`config.mk`:
```
export PLATFORM = sky130hd
export DESIGN_NAME = down_timer
export DESIGN_NICKNAME = d
export VERILOG_FILES = /design/src/rtl/down_timer.sv
export SDC_FILE = /design/constraint.sdc
export NUM_CORES = 1
export LEC_CHECK = 0
export ABC_CLOCK_PERIOD_IN_PS = 1670
export CAP_MARGIN = 20
export CORE_UTILIZATION = 47
export DETAILED_ROUTE_END_ITERATION = 6
export PLACE_DENSITY = 0.76
export RECOVER_POWER = 25
export SKIP_LAST_GASP = 1
export SYNTH_ARGS = -nofsm -noshare
export SYNTH_HDL_FRONTEND = slang
export SYNTH_SLANG_ARGS = --single-unit
```
`constraint.sdc`:
```
create_clock -name clk -period 1.67 [get_ports clk]
set_input_delay 0.334 -clock clk [delete_from_list [all_inputs] [get_ports clk]]
set_output_delay 0.334 -clock clk [all_outputs]
set_load 0.01 [all_outputs]
```
`src/rtl/down_timer.sv`:
```
// down_timer: reloadable down counter with one-shot/periodic modes, pause/resume and a sticky expired flag
module down_timer #(
  parameter int W = 16
) (
  input  logic         clk,
  input  logic         rst_n,
  input  logic         en,
  input  logic         load,
  input  logic [W-1:0] load_val,
  input  logic         start,
  input  logic         stop,
  input  logic         periodic,
  input  logic         clr,
  output logic [W-1:0] cnt,
  output logic         bo,
  output logic         busy,
  output logic         running,
  output logic         expired
);
  typedef enum logic [1:0] {IDLE, RUN, PAUSE} state_t;
  state_t       state, state_n;
  logic [W-1:0] cnt_n, reload;
  logic         mode, mode_n;
  assign bo      = (state == RUN) & en & (cnt == '0);
  assign busy    = state != IDLE;
  assign running = state == RUN;
  // next state, count and mode; terminal count takes priority over stop in RUN
  always_comb begin
    state_n = state;
    cnt_n   = cnt;
    mode_n  = mode;
    case (state)
      IDLE: begin
        if (load) cnt_n = load_val;
        if (start && !stop) begin
          state_n = RUN;
          cnt_n   = load ? load_val : reload;
          mode_n  = periodic;
        end
      end
      RUN: begin
        if (bo) begin
          cnt_n   = mode ? reload : '0;
          state_n = !mode ? IDLE : stop ? PAUSE : RUN;
        end else if (stop) state_n = PAUSE;
        else if (en) cnt_n = cnt - W'(1);
      end
      PAUSE: state_n = stop ? IDLE : start ? RUN : PAUSE;
      default: state_n = IDLE;
    endcase
  end
  // state registers; reset discards any count in flight
  always_ff @(posedge clk or negedge rst_n) begin
    if (!rst_n) begin
      state   <= IDLE;
      cnt     <= '0;
      reload  <= '0;
      mode    <= 1'b0;
      expired <= 1'b0;
    end else begin
      state   <= state_n;
      cnt     <= cnt_n;
      mode    <= mode_n;
      reload  <= load ? load_val : reload;
      expired <= bo | (expired & ~clr);
    end
  end
endmodule
```
# == After elaboration in Yosys (flattened, before gate mapping) ==
# Index checks and enable logic that the tools add are counted.
# op_classes
addsub,1
eq_ne,7
muxes,16
bitwise_logic,5
reduce_logical,9
# ops
operator,n
2-to-1 mux 16 bit,7
case mux 16 bit (2 select lines),1
logical NOT 16 bit,1
subtractor 16 x 1 -> 16 bit (second input constant),1
2-to-1 mux 2 bit,7
inequality test 3 bit (second input constant),4
case mux 2 bit (3 select lines),1
AND reduction 2 bit,2
AND reduction 4 bit,1
nonzero test 2 bit,2
bitwise AND 1 bit,3
== test 2 x 1 -> 1 bit (second input constant),1
== test 2 bit (second input constant),1
logical NOT 2 bit,1
inequality test 2 bit (second input constant),1
logical AND 1 bit,1
logical NOT 1 bit,1
inverter 1 bit,1
OR 1 bit,1
# word_totals
register_bits,36
inputBits,24
output_inout_bits,20
word_cells,43

# == Depth between registers and ports, before layout ==
# logic_depth
ltp_word,5
mapped_depth,8
depth_no_buf,7

# == Least setup slack after synthesis ==
# No wires, ideal clock.
# synth_timing
path_kind,register -> register
from,register cnt[0]
to,register cnt[13]
setup_time_ps,128
t_arrival_ps,1789
t_required_ps,1542
path_slack_ps,-247
stages_incl_launch_ff,9
path_buffers,1
period_less_slack_ps,1917
cell_sequence,dfrtp_1 > inv_1 > ha_1 > and2_1 > and3_1 > buf_6 > and3_2 > a221oi_1 > o2bb2ai_1
# synth_between
elab_chain_len,5
word_cells_on_any_way,10
cone_classes,1 x add/sub; 2 x eq/ne; 4 x mux; 1 x bitwise; 2 x reduce/logical
# synth_lines
item,line,rtl
from (decl),14,"output logic [W-1:0] cnt,"
from (signal assigned),62,cnt <= cnt_n;
subtractor 16 x 1 -> 16 bit,46,else if (en) cnt_n = cnt - W'(1);
2-to-1 mux 16 bit,46,
2-to-1 mux 16 bit,45,end else if (stop) state_n = PAUSE;
2-to-1 mux 16 bit,42,if (bo) begin
case mux 16 bit (2 select lines),32,case (state)
# Several ways; a longest one is shown, not always the timed one. The select of a mux whose other input is x is not followed.
# A chain may end at the register's enable or synchronous reset.

# == Final worst setup path ==
# layout_timing
from,register cnt[0]
to,register cnt[6]
# The elaborated chain is that of the path after synthesis.

==> Implementation_results.wiki <==
{| class="wikitable"
! Metric !! Value
|-
| Detailed Routing Iterations Pass 1 || 4
|-
| Antenna violations before repair || 0
|-
| Violated checks || setup timing
|-
| Routability cong. || between 0.8 and 0.9
|-
| Worst rel slew slack || a little over a third
|-
| Synth-to-Final Area Change || 64.9%
|-
| Detail Route Antenna Nets || 0
|-
| Portion of the clock cycle consumed by the worst path in the final layout || 117%
|-
| Flip-flop and latch count after synthesis || 36
|-
| Number of failing hold endpoints at the final stage || 0
|-
| Reported max-cap violation count || 0
|-
| Core Region || 4790 um2
|-
| Kind of critical path || flip-flop to flip-flop
|-
| Critical Path End Type || flip-flop
|-
| Worst hold slack || 0.542 ns
|-
| Flop-to-flop setup slack || -0.28 ns
|-
| Count of synthesis-stage warnings from yosys || 0
|-
| Final critical-path setup slack || -0.279 ns
|-
| FF-to-FF Start || cnt[0]
|-
| Setup repair after global routing missed its margin || true
|-
| Synthesized cell area || 2370 um2
|-
| Data arrival time of the critical path || between 2 and 2.5 ns
|-
| Largest vdd supply drop || 0.724 mV
|-
| Detail Placement HPWL || about 5600 um
|-
| Final wirelength || 8800 um
|-
| Power density of the placed cells || 963 nW/um2
|-
| Longest individual stage delay on the worst path || around 0.42 ns
|-
| Worst-Skew Late Latency || 0.29 ns
|-
| Core occupancy in the finished layout || 81.5%
|-
| Row Count || 25
|-
| CTS Hold Buffers Added || 0
|-
| Instance count on the critical path || 9
|-
| Clock tree from TritonCTS || built
|-
| First element of the critical path || cnt[0]
|-
| CTS Buf Count || 5
|-
| Depth of the worst hold-timing path || 1
|-
| Number of distinct library cell variants in the gate-level netlist after synthesis || 50
|-
| Count of input and output buffers || 43
|-
| I/O pin total || 44
|-
| Critical path peak fanout || 6
|-
| Initial DRC count || 216
|-
| Average vias per placed instance || slightly above 6
|-
| Footprint of the multi-input gates || 1660 um2
|-
| Endpoints failing setup || 17
|-
| Number of enable-type register cells in the synthesized netlist || 0
|-
| Floorplan die area || approximately 5300 um2
|-
| DRC violation count after routing || 0
|-
| Overall Global Routing Usage || 34.7%
|-
| Top cell type's share of synthesized area || 38.1%
|-
| Antenna diode count || 0
|-
| Clock slew at the register clock pins of the worst setup and hold paths || 0.07 ns
|-
| Slowest-stage cell, CP || dfrtp_2
|-
| Largest area contributor in the synthesized netlist || dfrtp_1
|-
| Total negative slack || -3.37 ns
|-
| Leakage power || 1.66 nW
|-
| Pin count of the biggest net entering global routing || 37
|-
| Final worst clock skew || 0.00674 ns
|-
| Fraction of the yosys area taken by sequential cells || about two fifths
|-
| Height of the die || 73.0 um
|-
| Fillcell total || 277
|-
| Async set-reset flop share out of synthesis || 100%
|-
| Clock tree buffer depth || 2
|-
| Main area contributors after synthesis || dfrtp_1, mux2_2, nor2_1
|-
| Critical path's top delay family || compound AO/OA/AOI/OAI gates
|-
| Min-Delay Startpoint || reload[10]
|-
| Startpoint class of the critical path || flip-flop
|-
| Effective utilization at floorplan || 49.4%
|-
| Mean routed wirelength per cell || 20.3 um
|-
| Depth of the worst register-to-register path || 9
|-
| Status || finished with violations
|-
| Level count of the clock H-tree || 2
|-
| Synthesized netlist net count || 281
|-
| Least-Margin Pin Slew || between 0.9 and 1 ns
|-
| Post-layout min period || between 1.5 and 2 ns
|-
| Worst hold-check path type || flip-flop to flip-flop
|-
| Global-route congestion overflow total || 0
|-
| Via count || 2690
|-
| Chip Width || 73.0 um
|-
| Most used cells in the layout excluding fill and tap cells || buf_4, nor2_1, dfrtp_1
|-
| Most common cell after layout, fill and taps aside || buf_4
|-
| Dominant register cell in the synthesized netlist || dfrtp_1
|-
| Mean cell area of the mapped netlist || ~9.3 um2
|-
| Critical Path RT || 1.84 ns
|-
| Slew Limit Fails || 0
|-
| Count of nets after finishing || 391
|-
| Wire length of the first global-routing pass || 13600 um
|-
| Pwr Total || 3.76 mW
|-
| Buf/Inv on CP || 3
|-
| Cells after Synth || 255
|-
| Layout cell share with drive strength beyond 1 || 44.3%
|-
| Reg area || 903 um2
|-
| Series of cell instances along the critical path || inv_2, ha_4, and2_4, and3_4, buf_8, buf_8, a21oi_4, a221oi_2, o22ai_1
|-
| Most common cell type on the critical path || buf_8
|-
| Sinks on Clock Net || 36
|-
| Number of global-route vias before repair || roughly 2600
|-
| Achievable frequency || 513 MHz
|-
| Buffer type at the clock tree root || clkbuf_8
|}
where the power goes:
group | internal [mW] | switching, mW
Sequential | 1.04 | 0.153
Clock | 0.337 | 0.318
Combinational | 0.947 | 0.965
final timing paths:
check	endpoint
setup / recovery	cnt[6]
hold / removal	reload[10]
setup reg to reg	cnt[6]
hold reg to reg	reload[10]
max in group asynchronous	cnt[6]
min in group asynchronous	state[1]
metrics by stage:
stage	instance area, um2	instances	setup slack [ns]
final	3900	433	-0.279
after detailed placement	3420	414	-0.507
after global routing	3900	433	-0.328
after CTS	3770	430	-0.205
after floorplan	2450	255	-0.138
after global placement	3420	414	-0.467
synth_stat cells, types with 2 or more instances:
cell and instances:
buf_2 7, or3_1 5, a221oi_1 8, dfrtp_1 36, and2_1 2, nand2_1 11, nand4_1 2, ha_1 2
mux2_2 18, nor4_1 4, nor2_1 38, nand3_1 5, a211oi_1 3, o22ai_1 2, inv_1 12, nand2_2 2
o211ai_1 13, clkbuf_1 3, nor3_1 23, a21oi_1 4, o21ai_0 5, o2bb2ai_1 11, nand2b_1 4, and3_1 3
a22o_1 2, buf_6 6
final cells by class:
class                   instances  share of cell area [%]
multi-input cells             191                    42.5
repair buffers                119                    28.7
flip-flops and latches         36                    23.2
well taps                      67                    2.15
inverters                      12                    1.15
clock buffers                   8                    2.31
routing by layer:
metal,GRT usage (%),part of all wire [%],vias up
met4,13.5,4.1,0
met1,47.0,42,1322
met3,6.22,7.1,41
met2,55.3,47,157
met5,0,0,-
li1,-,-,1170
state kept, by name, indices dropped and copies added, names as in the netlist:
| signal | flops |
|---|---|
| mode | 1 |
| state | 2 |
| expired | 1 |
| reload | 16 |
| cnt | 16 |
kinds of logic after synthesis:
family | count (synthesis) | share of synthesized area, %
fa+ha+maj | 2 | 1.06
compound gates | 60 | 21.3
simple gates | 108 | 23.4
flops | 36 | 38.1
buf+inv | 29 | 6.87
xor+xnor | 1 | 0.370
mux | 19 | 8.99
what timing repair did:
action | CTS | global route
endpoints found under the setup margin | 30 | 27
setup buffers | 9 | 3
gates resized for setup | 62 | 30
gates cloned | 2 | 0
hold endpoints to repair | 0 | 0
pin swaps | 24 | 16
No activity file was read; power rests on OpenSTA's default activity.
